`src/rtl/seq_slice_adder.sv`:
```
// Multi-cycle adder/subtractor: adds CHUNK bits per clock and ripples the carry
// between slices through a carry register, so no full-width carry chain exists.
`timescale 1ns/1ps

module seq_slice_adder #(
  parameter int WIDTH = 32,
  parameter int CHUNK = 8
) (
  input  logic             clk,
  input  logic             rst_n,
  input  logic             in_valid,
  output logic             in_ready,
  input  logic [WIDTH-1:0] a,
  input  logic [WIDTH-1:0] b,
  input  logic             cin,
  input  logic             sub,
  output logic             out_valid,
  input  logic             out_ready,
  output logic [WIDTH-1:0] sum,
  output logic             cout,
  output logic             overflow,
  output logic             busy
);

  localparam int NSLICE = WIDTH / CHUNK;
  localparam int CW     = (NSLICE > 1) ? $clog2(NSLICE) : 1;
  localparam int SW     = CHUNK + 1;
  localparam logic [CW-1:0] LAST = CW'(NSLICE - 1);

  generate
    if ((CHUNK < 1) || (CHUNK > WIDTH) || ((WIDTH % CHUNK) != 0)) begin : g_bad_params
      $error("seq_slice_adder: WIDTH must be a non-zero multiple of CHUNK");
    end
  endgenerate

  typedef enum logic [1:0] {
    IDLE,
    RUN,
    DONE
  } state_t;

  state_t           state_q;
  state_t           state_d;

  logic [WIDTH-1:0] a_q;
  logic [WIDTH-1:0] b_q;
  logic [WIDTH-1:0] sum_q;
  logic             carry_q;
  logic             cout_q;
  logic             ovf_q;
  logic [CW-1:0]    cnt_q;

  logic [31:0]      base;
  logic [CHUNK-1:0] a_sl;
  logic [CHUNK-1:0] b_sl;
  logic [CHUNK-1:0] s;
  logic             c;
  logic             accept;
  logic             release_out;
  logic             last;

  assign accept      = in_valid && in_ready;
  assign release_out = out_valid && out_ready;
  assign last        = (cnt_q == LAST);

  // Slice adder for the slice currently addressed by the counter.
  always_comb begin
    base  = 32'(cnt_q) * 32'(CHUNK);
    a_sl  = a_q[base +: CHUNK];
    b_sl  = b_q[base +: CHUNK];
    {c, s} = {1'b0, a_sl} + {1'b0, b_sl} + SW'(carry_q);
  end

  always_ff @(posedge clk or negedge rst_n) begin
    if (!rst_n) begin
      state_q <= IDLE;
    end else begin
      state_q <= state_d;
    end
  end

  always_comb begin
    state_d = state_q;
    case (state_q)
      IDLE:    if (accept)      state_d = RUN;
      RUN:     if (last)        state_d = DONE;
      DONE:    if (release_out) state_d = IDLE;
      default:                  state_d = IDLE;
    endcase
  end

  always_comb begin
    in_ready  = (state_q == IDLE);
    out_valid = (state_q == DONE);
    busy      = (state_q == RUN) || (state_q == DONE);
  end

  // Subtraction is a + ~b + ~cin, so the operand inversion and borrow-to-carry
  // conversion happen once at accept time and RUN is a plain adder.
  always_ff @(posedge clk or negedge rst_n) begin
    if (!rst_n) begin
      a_q     <= '0;
      b_q     <= '0;
      sum_q   <= '0;
      carry_q <= 1'b0;
      cout_q  <= 1'b0;
      ovf_q   <= 1'b0;
      cnt_q   <= '0;
    end else begin
      case (state_q)
        IDLE: begin
          if (accept) begin
            a_q     <= a;
            b_q     <= sub ? ~b : b;
            carry_q <= cin ^ sub;
            cnt_q   <= '0;
          end
        end
        RUN: begin
          sum_q[base +: CHUNK] <= s;
          carry_q              <= c;
          if (last) begin
            cout_q <= c;
            ovf_q  <= (a_q[WIDTH-1] == b_q[WIDTH-1]) && (s[CHUNK-1] != a_q[WIDTH-1]);
            cnt_q  <= '0;
          end else begin
            cnt_q  <= cnt_q + 1'b1;
          end
        end
        default: ;
      endcase
    end
  end

  assign sum      = sum_q;
  assign cout     = cout_q;
  assign overflow = ovf_q;

endmodule

```
`config.mk`:
```
export PLATFORM = sky130hd
export DESIGN_NAME = seq_slice_adder
export DESIGN_NICKNAME = d
export VERILOG_FILES = /design/src/rtl/seq_slice_adder.sv
export SDC_FILE = /design/constraint.sdc
export NUM_CORES = 1
export LEC_CHECK = 0
export ABC_AREA = 1
export BUFFER_PORTS_ARGS = -buffer_cell sky130_fd_sc_hd__clkbuf_2
export CORE_AREA = 3 3 81 159
export CTS_CLUSTER_DIAMETER = 40
export DETAILED_ROUTE_END_ITERATION = 6
export DIE_AREA = 0 0 84 162
export GPL_TIMING_DRIVEN = 0
export PLACE_DENSITY_LB_ADDON = 0.25
export SYNTH_ARGS = -nofsm -noshare
export SYNTH_HDL_FRONTEND = slang
export SYNTH_SLANG_ARGS = --single-unit
```
`constraint.sdc`:
```
create_clock -name clk -period 3.2 [get_ports clk]
set_input_delay 0 -clock clk [delete_from_list [all_inputs] [get_ports clk]]
set_output_delay 0 -clock clk [all_outputs]
set_load 0.05 [all_outputs]
```
# [Word-level counts from Yosys, hierarchy flattened]
# Cells that the tools add are included.
[totals] reg_bits=103 in_bits=70 out_inout_bits=37
[classes] n_addsub=4 eq_ne=8 n_shift=4 muxes=11 bitwise_logic=2 n_reduce_logical=10
[op_table] operator="variable part select 32 x 6 -> 8 bit" count=2
[op_table] operator="negator 5 -> 34 bit" count=1
[op_table] operator="variable shift 8 x 34 -> 32 bit, first input constant" count=1
[op_table] operator="variable part select 8 x 34 -> 32 bit" count=1
[op_table] operator="bitwise mux 32 bit" count=1
[op_table] operator="two-way mux 32 bit" count=1
[op_table] operator="inverter 32 bit" count=1
[op_table] operator="two-way mux 2 bit" count=5
[op_table] operator="adder 8 x 8 -> 9 bit" count=1
[op_table] operator="adder 9 x 1 -> 9 bit" count=1
[op_table] operator="one-hot mux 2 bit (3 select lines)" count=1
[op_table] operator="AND reduction 2 bit" count=3
[op_table] operator="== test 2 bit, second input constant" count=2
[op_table] operator="!= test 2 x 1 -> 1 bit, second input constant" count=2
[op_table] operator="one-hot mux 2 bit (2 select lines)" count=1
[op_table] operator="logical AND 1 bit" count=3
[op_table] operator="AND reduction 3 bit" count=1
[op_table] operator="adder 2 x 1 -> 2 bit, second input constant" count=1
[op_table] operator="== test 2 x 1 -> 1 bit, second input constant" count=1
[op_table] operator="logical NOT 2 bit" count=1
[op_table] operator="!= test 2 bit, second input constant" count=1
[op_table] operator="one-hot mux 1 bit (2 select lines)" count=1
[op_table] operator="nonzero test 2 bit" count=1
[op_table] operator="== test 1 bit" count=1
[op_table] operator="4 further kinds" count=4

# [Depth between registers and ports, before layout]
[logic_depth] word_depth=5 ltp_mapped=15 depth_no_buf=13

# [Worst setup path after synthesis]
# OpenSTA, ideal clock, no wires.
[synth_path] path_kind="register to register" startpoint="register cnt_q[0]" endpoint="register sum_q[12], in the netlist sum[12]" setup_ns=0.083 t_arrival_ns=2.383 path_slack_ns=0.734 stages_incl_launch_ff=15 path_cell_list="dfrtp_1 buf_2 inv_2 buf_2 nor2_1 o22ai_1 fa_1 inv_1 fa_1 inv_1 nand3_1 nand3_2 xor2_2 nand3_1 o21ai_0"
[synth_via] elab_chain_len=5
[synth_lines] element="from (decl)" line_no="51" text="logic [CW-1:0] cnt_q;"
[synth_lines] element="from (signal assigned)" line_no="127" text="cnt_q <= cnt_q + 1'b1;"
[synth_lines] element="variable part select 32 x 6 -> 8 bit, on equally long branches" line_no="69, 70"
[synth_lines] element="adder 8 x 8 -> 9 bit" line_no="71" text="{c, s} = {1'b0, a_sl} + {1'b0, b_sl} + SW'(carry_q);"
[synth_lines] element="adder 9 x 1 -> 9 bit" line_no="71"
[synth_lines] element="variable part select 8 x 34 -> 32 bit" line_no="120" text="sum_q[base +: CHUNK] <= s;"
[synth_lines] element="bitwise mux 32 bit *" line_no="120"
[synth_lines] element="to (signal, indexed assignment)" line_no="120"
[synth_lines] element="to (decl)" line_no="47" text="logic [WIDTH-1:0] sum_q;"
# Every way passes the cells marked *; elsewhere a longest branch is shown, timed or not.
# A chain may end at the register's enable or synchronous reset.

# [Final worst setup path]
# Ends and elaborated chain as after synthesis.

==> out/metrics.cfg <==
[power_and_ir_drop]
p_leak_nw = 3.41
powerDensity_mw_per_mm2 = 1070
irDropWorstVdd_mv = 0.449

[route]
routedWlPerCell_microns = 18.0
via_per_inst = 5.11
postRouteAntennaNets = 0
dr.pass1.iters = 4
via_count = 4511
post-route-drc-count = 0
finalWirelength_mm = 15.9
drtIter0Drc = 190

[clock_network]
cts_made_buffers = 9
cts_tree = yes
cts_max_level = 3
cts_root_buf = clkbuf_16
clock_path_buffers = 2
clk_pin_slew_worst_paths_ns = 0.08
clock-sinks = 103
clkLatencyLatePin_ns = 0.35

[synth]
yosysSeqAreaShare_pct = 49.5
synth_edf_count = 0
synth_ff_type = dfrtp_1
syn_nets = 637
yosysWarnings = 0
syn-instance-count = 549
mappedNetlistArea_sq_mm = 0.00521
avgSynthCellArea_sq_um = 9.49
ys_ff_latch = 103
async_flop_share_pct = 100
yosys.cell_types.count = 33

[floorplanning]
core_sq_mm = 0.0118
start_util_pct = 44.0
die_height_microns = 162
die_w_microns = 84
die-area_sq_mm = 0.0136
rows = 56
ios = 107

[global_route]
grt_start_max_net_pins = 59
grt_pass1_wl_mm = 24.9
grt_usage_pct = 24.0
grt_pass1_vias = 4881
antenna_found_initial = 0
overflow = 0

[setup_path]
arrival_ns = 3.27
cp_max_fo = 10
timing.rr.end = sum[12]
required_ns = 3.47
endpoint_kind = register
r2r_start = cnt_q[0]
r2r_cells = 14
cp-start-kind = register
ff2ff_setup_slack_ns = 0.20
worstSetupPathType = register to register

[sta]
whs_ns = -0.00347
finalMaxSlewViolations = 0
setup_viol = 0
grt_setup_unrepaired = false
max_freq_mhz = 333
period_needed_ns = 3.00
fin_tns_setup_ns = 0
fin_skew_ns = 0.0115
fin_crit_sh_pct = 93.8
hold_viol = 1
tightest_slew_ns = 0.665
slew_headroom_pct = 55.7

[cells_and_area]
drive_gt1_share_pct = 27.3
final_cell_count_no_fill = 882
fillerInstances = 1054
antenna_cells = 0
syn_to_final_growth_pct = 33.3
fin_nets = 820
design_area_sq_mm = 0.00695

[placed_design]
detailed_place.area_sq_mm = 0.00595
place_congestion = 0.945
port_buffers = 105
placedCellCount = 800
hpwl_mm = 12.1

[min_path]
hold_start = b[17]
min_path_cells = 3
hold_end = b_q[17]
hp-class = input port to register

[outcome]
violations = hold timing
status = finished with violations

[run]
drv_cap = 0

[what timing repair did]
item,CTS,global route
hold buffers,64,0
setup endpoints to repair,10,11
setup buffers,0,3
pin swaps,0,0
resized for setup,1,9
hold endpoints to repair,108,0
[report_power, final]
group / total (mW) / internal, mW / switching, mW / leakage, nW
Clock: 1.15 / 0.641 / 0.513 / 0.155
Sequential: 2.25 / 1.84 / 0.417 / 1.30
Combinational: 4.00 / 1.38 / 2.62 / 1.95
[worst max-delay path, stage by stage (launching register included)]
cell	delay (ns)
dfrtp_1	0.40
clkbuf_4	0.25
inv_2	0.10
clkbuf_4	0.20
o21ai_1	0.27
o22ai_2	0.13
fa_1	0.43
inv_1	0.08
fa_1	0.21
inv_1	0.08
nand3_1	0.08
nand3_2	0.10
xor2_2	0.25
nand3_1	0.15
o21ai_0	0.17
[synthesized netlist by cell type (2+ instances only)]
| master | number | area share [%] |
|---|---|---|
| nand2_1 | 111 | 8.0 |
| dfrtp_1 | 103 | 49 |
| o21ai_0 | 75 | 7.2 |
| nor2_1 | 35 | 2.5 |
| xnor2_1 | 35 | 5.9 |
| inv_1 | 33 | 2.4 |
| mux2_2 | 32 | 6.9 |
| nand3_1 | 17 | 1.6 |
| ha_1 | 16 | 3.8 |
| buf_2 | 14 | 1.3 |
| o22ai_1 | 14 | 1.7 |
| nand2_2 | 10 | 1.2 |
| nand4_1 | 8 | 0.96 |
| clkbuf_1 | 7 | 0.50 |
| a22o_1 | 6 | 1.0 |
| buf_4 | 5 | 0.72 |
| nand3_2 | 4 | 0.77 |
| o21ai_1 | 4 | 0.38 |
| a21oi_1 | 3 | 0.29 |
| a32oi_1 | 2 | 0.34 |
| fa_1 | 2 | 0.77 |
| nor3_1 | 2 | 0.19 |
[final cells by class]
type	instances	area, sq um	area share (%)
timing repair buffer	173	1220	17.5
multi-input combinational	385	2380	34.2
sequential	103	2580	37.1
clock buffer	10	239	3.44
inverter	34	131	1.89
tap	145	181	2.61
clock inverter	6	76.3	1.10
buffer	26	146	2.11
[worst max-delay path by stage]
stage             start      end  slack (ns)  depth (start not counted)
6_report       cnt_q[0]  sum[12]        0.20                         14
5_1_grt        cnt_q[0]  sum[12]        0.02                         14
4_1_cts        cnt_q[1]  sum[12]        0.04                         12
3_5_place_dp   cnt_q[1]  sum[12]       -0.16                         13
3_3_place_gp   cnt_q[1]  sum[28]       -0.06                         13
2_1_floorplan  cnt_q[0]  sum[12]        0.73                         14
[flip-flops by register name, summed over array words and instances, names as in the netlist]
signal and count:
carry_q 1, state_q 2, sum 32, cout 1
cnt_q 2, a_q 32, b_q 32, overflow 1
[routing by layer]
metal / global-route usage, % / wire length, microns
met1: 22.7 / 5200
met2: 48.3 / 9460
met3: 2.84 / 413
met4: 12.9 / 820
met5: 0 / 0
[logic make-up after synthesis]
kind of cell,synth area share [%]
xor+xnor,6.19
mux,6.91
compound gates,11.8
simple gates,15.8
flops,49.5
fa+ha+maj,4.61
buf+inv,5.16
[per-stage QoR]
| step | power [mW] | hold WS [ns] | setup WS [ns] | utilization [%] |
|---|---|---|---|---|
| after floorplan | 4.95 | -0.296 | 0.734 | - |
| after global placement | 6.08 | 0.235 | -0.0615 | 50.0 |
| after detailed placement | 6.18 | 0.0919 | -0.157 | 50.2 |
| after CTS | 7.40 | 0.00212 | 0.0420 | 58.3 |
| after global routing | 7.92 | 0.0103 | 0.0247 | 58.7 |
| final | 7.41 | -0.00347 | 0.198 | 58.7 |
[placed cells by master, fill, tap and decap left out, types with 2 or more instances in the layout]
master,n
nor3_1,2
buf_4,9
xnor2_1,35
nand3_1,17
inv_1,32
nand2_2,10
o21ai_1,5
a21oi_1,3
a32oi_1,2
a22o_1,6
nand2_1,111
o22ai_2,2
nand4_1,8
o21ai_0,74
buf_2,11
clkbuf_16,9
nor2_1,35
dfrtp_1,103
dlygate4sd3_1,64
clkbuf_1,5
o22ai_1,12
clkbuf_4,4
clkbuf_2,105
clkinv_4,3
mux2_2,32
nand3_2,4
ha_1,16
fa_1,2
Note: power is estimated with default switching activity, not from simulation.
